### config.mk
export PLATFORM = sky130hd
export DESIGN_NAME = usr_seq_ctrl_flat
export DESIGN_NICKNAME = d
export VERILOG_FILES = /design/src/rtl/usr_seq_ctrl_if.sv /design/src/rtl/usr_seq_ctrl.sv /design/src/flat_wrapper.sv
export SDC_FILE = /design/constraint.sdc
export NUM_CORES = 1
export LEC_CHECK = 0
export BUFFER_PORTS_ARGS = -buffer_cell sky130_fd_sc_hd__buf_2
export CAP_MARGIN = 20
export CELL_PAD_IN_SITES_DETAIL_PLACEMENT = 0
export CELL_PAD_IN_SITES_GLOBAL_PLACEMENT = 1
export CORE_AREA = 2 2 47 67
export DETAILED_ROUTE_END_ITERATION = 10
export DIE_AREA = 0 0 49 69
export MAX_ROUTING_LAYER = met4
export PLACE_DENSITY_LB_ADDON = 0.1
export SYNTH_ARGS = -nofsm -noshare
export SYNTH_HDL_FRONTEND = slang
export SYNTH_SLANG_ARGS = --single-unit
export TNS_END_PERCENT = 30
### constraint.sdc
create_clock -name clk -period 2.1 [get_ports clk]
set_input_delay 0.105 -clock clk [delete_from_list [all_inputs] [get_ports clk]]
set_output_delay 0.105 -clock clk [all_outputs]
set_load 0.02 [all_outputs]
### src/rtl/usr_seq_ctrl_if.sv
// Command handshake bundle between host and usr_seq_ctrl.
// master: host drives valid/op/data/count/fill; slave: controller drives ready.
interface usr_seq_ctrl_if #(
  parameter int WIDTH = 4,
  parameter int CNT_W = 3
);
  logic             cmd_valid;
  logic             cmd_ready;
  logic [1:0]       cmd_op;
  logic [WIDTH-1:0] cmd_data;
  logic [CNT_W-1:0] cmd_count;
  logic             cmd_fill;

  modport master (
    output cmd_valid, cmd_op, cmd_data,
    output cmd_count, cmd_fill,
    input  cmd_ready
  );

  modport slave (
    input  cmd_valid, cmd_op, cmd_data,
    input  cmd_count, cmd_fill,
    output cmd_ready
  );
endinterface

### src/rtl/usr_seq_ctrl.sv
// Sequencer driving a universal shift register: load/shr/shl/rotr by count.
// Ports: clk, reset (sync, high), cmd (slave handshake), usr_q in;
// usr_s/usr_d/usr_sr/usr_sl to the USR, busy, done pulse out.
// Build option USR_SEQ_PRELOAD_EN: shift ops load cmd_data first.
module usr_seq_ctrl #(
  parameter int WIDTH = 4,
  parameter int CNT_W = 3
) (
  input  logic             clk,
  input  logic             reset,
  usr_seq_ctrl_if.slave    cmd,
  input  logic [WIDTH-1:0] usr_q,
  output logic [1:0]       usr_s,
  output logic [WIDTH-1:0] usr_d,
  output logic             usr_sr,
  output logic             usr_sl,
  output logic             busy,
  output logic             done
);

  localparam logic [1:0] OP_LOAD = 2'b00;
  localparam logic [1:0] OP_SHR  = 2'b01;
  localparam logic [1:0] OP_SHL  = 2'b10;
  localparam logic [1:0] OP_ROTR = 2'b11;

  localparam logic [1:0] S_HOLD = 2'b00;
  localparam logic [1:0] S_SHR  = 2'b01;
  localparam logic [1:0] S_SHL  = 2'b10;
  localparam logic [1:0] S_LOAD = 2'b11;

  typedef enum logic [1:0] {
    IDLE,
    LOAD,
    SHIFT,
    DONE
  } state_t;

  state_t           state;
  logic [1:0]       op_q;
  logic             fill_q;
  logic [CNT_W-1:0] cnt;
  logic             sr_fill;
  logic             rot;

  logic [1:0]       sel_op;
  logic             sel_fill;
  logic [1:0]       sh_s;
  logic             sh_sl;
  logic             sh_sr;
  logic             sh_rot;
  logic             load_first;
  logic             unused_q;

  // Shift-cycle outputs come from the live command when entering
  // SHIFT from IDLE, otherwise from the captured copy.
  assign sel_op   = (state == IDLE) ? cmd.cmd_op : op_q;
  assign sel_fill = (state == IDLE) ? cmd.cmd_fill : fill_q;
  assign sh_s     = (sel_op == OP_SHL) ? S_SHL : S_SHR;
  assign sh_sl    = (sel_op == OP_SHL) & sel_fill;
  assign sh_sr    = (sel_op == OP_SHR) & sel_fill;
  assign sh_rot   = (sel_op == OP_ROTR);

`ifdef USR_SEQ_PRELOAD_EN
  assign load_first = 1'b1;
`else
  assign load_first = (cmd.cmd_op == OP_LOAD);
`endif

  assign cmd.cmd_ready = (state == IDLE) && !reset;

  // Rotate feeds the bit leaving Q[0] straight back into SR.
  assign usr_sr   = rot ? usr_q[0] : sr_fill;
  assign unused_q = ^usr_q[WIDTH-1:1];

  always_ff @(posedge clk) begin
    if (reset) begin
      state   <= IDLE;
      op_q    <= OP_LOAD;
      fill_q  <= 1'b0;
      cnt     <= '0;
      usr_s   <= S_HOLD;
      usr_d   <= '0;
      usr_sl  <= 1'b0;
      sr_fill <= 1'b0;
      rot     <= 1'b0;
      busy    <= 1'b0;
      done    <= 1'b0;
    end else begin
      usr_s   <= S_HOLD;
      usr_d   <= '0;
      usr_sl  <= 1'b0;
      sr_fill <= 1'b0;
      rot     <= 1'b0;
      busy    <= 1'b1;
      done    <= 1'b0;
      unique case (state)
        IDLE: begin
          busy <= 1'b0;
          if (cmd.cmd_valid) begin
            op_q   <= cmd.cmd_op;
            fill_q <= cmd.cmd_fill;
            cnt    <= cmd.cmd_count;
            busy   <= 1'b1;
            if (load_first) begin
              state <= LOAD;
              usr_s <= S_LOAD;
              usr_d <= cmd.cmd_data;
            end else if (cmd.cmd_count != '0) begin
              state   <= SHIFT;
              usr_s   <= sh_s;
              usr_sl  <= sh_sl;
              sr_fill <= sh_sr;
              rot     <= sh_rot;
            end else begin
              state <= DONE;
              done  <= 1'b1;
            end
          end
        end
        LOAD: begin
          // Only a preloaded shift op continues into SHIFT.
          if (op_q != OP_LOAD && cnt != '0) begin
            state   <= SHIFT;
            usr_s   <= sh_s;
            usr_sl  <= sh_sl;
            sr_fill <= sh_sr;
            rot     <= sh_rot;
          end else begin
            state <= DONE;
            done  <= 1'b1;
          end
        end
        SHIFT: begin
          if (cnt == CNT_W'(1)) begin
            state <= DONE;
            done  <= 1'b1;
            cnt   <= '0;
          end else begin
            cnt     <= cnt - CNT_W'(1);
            usr_s   <= sh_s;
            usr_sl  <= sh_sl;
            sr_fill <= sh_sr;
            rot     <= sh_rot;
          end
        end
        DONE: begin
          state <= IDLE;
          busy  <= 1'b0;
        end
        default: begin
          state <= IDLE;
          busy  <= 1'b0;
        end
      endcase
    end
  end

endmodule

### src/flat_wrapper.sv
// flat-port wrapper written by rule: the top's interface ports become plain ports
module usr_seq_ctrl_flat 
#(
  parameter int WIDTH = 4,
  parameter int CNT_W = 3
)
  (clk, reset, usr_q, usr_s, usr_d, usr_sr, usr_sl, busy, done, cmd_cmd_valid, cmd_cmd_op, cmd_cmd_data, cmd_cmd_count, cmd_cmd_fill, cmd_cmd_ready);
  usr_seq_ctrl_if #(.WIDTH(WIDTH), .CNT_W(CNT_W)) cmd_i ();
  input  logic clk;
  input  logic reset;
  input  logic [WIDTH-1:0] usr_q;
  output logic [1:0] usr_s;
  output logic [WIDTH-1:0] usr_d;
  output logic usr_sr;
  output logic usr_sl;
  output logic busy;
  output logic done;
  input wire logic [$bits(cmd_i.cmd_valid)-1:0] cmd_cmd_valid;
  input wire logic [$bits(cmd_i.cmd_op)-1:0] cmd_cmd_op;
  input wire logic [$bits(cmd_i.cmd_data)-1:0] cmd_cmd_data;
  input wire logic [$bits(cmd_i.cmd_count)-1:0] cmd_cmd_count;
  input wire logic [$bits(cmd_i.cmd_fill)-1:0] cmd_cmd_fill;
  output wire logic [$bits(cmd_i.cmd_ready)-1:0] cmd_cmd_ready;
  assign cmd_i.cmd_valid = cmd_cmd_valid;
  assign cmd_i.cmd_op = cmd_cmd_op;
  assign cmd_i.cmd_data = cmd_cmd_data;
  assign cmd_i.cmd_count = cmd_cmd_count;
  assign cmd_i.cmd_fill = cmd_cmd_fill;
  assign cmd_cmd_ready = cmd_i.cmd_ready;
  usr_seq_ctrl #(.WIDTH(WIDTH), .CNT_W(CNT_W)) u_core (.clk(clk), .reset(reset), .cmd(cmd_i), .usr_q(usr_q), .usr_s(usr_s), .usr_d(usr_d), .usr_sr(usr_sr), .usr_sl(usr_sl), .busy(busy), .done(done));
endmodule
==> reports/metrics.csv <==
metric;value;unit
grt_pass1_wl;3840;um
required;2.25;ns
cts_setup_buffers;0;
io_buffers;24;
drtIter0Drc;18;
area_growth;20.7;%
skew;0.00297;ns
grt_use_met1;14.5;%
cts_buffers;3;
cts_root_buf;clkbuf_8;
yosysUniqueCellTypes;40;
peakVddDrop;0.441;mV
yosys_warnings;0;
postRouteAntennaNets;0;
cp-end-kind;flop;
layout.nets;163;
wl_per_cell;12.1;um
instances_no_fill;175;
worstMarginPinSlew;0.474;ns
leakagePower;0.512;nW
nFillCells;294;
core-area;2790;um2
place_area;1150;um2
stdcell_area;1200;um2
syn_avg_cell_area;8.86;um2
grt_setup_unrepaired;no;
yosysTopAreaCellShare;38.3;%
grt.met2_usage;26.5;%
drv_cap;0;
slew_violations;0;
numPlacedInstances;171;
vias;870;
worst_slack;0.413;ns
timing_worst_setup_path_type;reg2reg;
synth_nets;136;
htreeDepth;1;
syn_area;992;um2
top_usage_layer;met2;
hpwlAfterDp;1690;um
track_usage;14.4;%
timing.hold.ws;0.0514;ns
worstHoldPathType;in2reg;
power_density;1160;nW/um2
hold_buffers;0;
cp_data_arrival_time;1.84;ns
clock_latency;0.25;ns
synth.largest_area_cell;dfxtp_1;
finalCriticalPeriod;1.69;ns
fmax;0.593;GHz
fp.dieW;49;um
fin_crit_sh;80.4;%
place.gp.congestion;0.802;
final_hold_viol_count;0;
startpoint_type;flop;
antenna_found_initial;0;
clk_pin_slew;0.07;ns
fin_util;42.9;%
finalPower;1.39;mW
final.setup.tns;0;ns
synth_area_leaders;dfxtp_1, ha_1, a21oi_1, and2_1, nand2_1;
totalWireLength;2110;um
grt_max_degree;16;
clkSinkCount;19;
drcViolationCount;0;
n_antenna_cell;0;
row_count;23;
synthCells;112;
ctsResizeCount;0;
use_met3;1.73;%
initial_core_util;35.5;%
cp_max_fo;11;
ys_seq_area_share;38.3;%
cts_buffer_depth;2;
ys_seq_elements;19;
tritoncts;built;
run_status;complete, no violations;
drive_gt1_share;29.0;%
relSlewSlack;68.1;%
die_area;3380;um2
overflow;0;
viasPerCell;4.97;
setup-violations-final;0;
die_y;69;um
post-place-ws;0.373;ns
first_pass_iters;4;
grt_pass1_vias;908;
io_pins;28;
[area by class of cell]
cell class	instances	area, um2	area share (%)
Sequential cell	19	380	31.8
Timing Repair Buffer	25	128	10.7
Clock buffer	4	45.0	3.76
Inverter	8	35.0	2.93
Tap cell	37	46.3	3.87
Multi-Input combinational cell	82	563	47.0
[routing by layer]
layer | part of all wire [%] | vias to the layer above
met4 | 2.4 | 0
met1 | 40 | 401
li1 | - | 444
met2 | 55 | 21
met3 | 2.6 | 4
met5 | 0 | -
[critical path, cell delays in order (launching register included)]
cell	delay (ns)
dfxtp_1	0.37
inv_1	0.09
ha_1	0.33
nor2b_1	0.20
or4_1	0.47
o32ai_1	0.13
[flip-flops by register name, summed over array words and instances, names as in the netlist, 2 cells and up]
register      cells
u_core.cnt        3
u_core.op_q       2
u_core.state      2
u_core.usr_d      4
u_core.usr_s      2
[cells in the mapped netlist, drive strengths merged]
library cell   n
nor3           4
o21ba          1
nor2          10
nor2b          5
a21bo          1
dfxtp         19
and2           5
nand2b         1
a211oi         2
a21oi         10
a221oi         1
clkbuf         1
nand3          2
inv            7
or4            1
nor4b          1
a31oi          1
buf            2
mux2           1
a311oi         1
or4bb          1
ha             7
nand3b         1
o21ai          5
o32ai          2
clkinv         1
nand4b         1
nor3b          3
mux2i          2
nor4           2
or2            2
nand2          9
[where the power goes]
part	total, mW	switching [mW]	leakage, nW	internal [mW]
combinational	0.653	0.375	0.334	0.279
clock	0.245	0.111	0.0228	0.134
sequential	0.495	0.0512	0.155	0.444
total	1.39	0.537	0.512	0.857
[cells by family after synthesis]
kind of cell	share of synthesized area [%]
AO/OA/AOI/OAI	16.4
adder cells (fa/ha/maj)	8.83
AND/OR/NAND/NOR	28.4
flip-flops	38.3
buffers and inverters	4.92
multiplexers	3.15
[layout by cell type (no fill, tap or decap), drive strengths merged, types with 3 or more instances in the layout]
| cell type | n |
|---|---|
| a21oi | 10 |
| and2 | 5 |
| buf | 25 |
| clkbuf | 4 |
| dfxtp | 19 |
| ha | 7 |
| inv | 7 |
| nand2 | 9 |
| nor2 | 10 |
| nor2b | 5 |
| nor3 | 4 |
| nor3b | 3 |
| o21ai | 5 |
[worst paths after layout]
path	from	to	slack (ns)	cells after the start
setup / recovery	u_core.state[0]$_SDFFE_PP0P_	u_core.state[0]$_SDFFE_PP0P_	0.41	5
hold / removal	cmd_cmd_data[2]	u_core.usr_d[2]$_SDFF_PP0_	0.05	2
setup reg to reg	u_core.state[0]$_SDFFE_PP0P_	u_core.state[0]$_SDFFE_PP0P_	0.41	5
hold reg to reg	u_core.fill_q$_SDFFE_PP0P_	u_core.fill_q$_SDFFE_PP0P_	0.48	2
No activity file was read; power rests on OpenSTA's default activity.
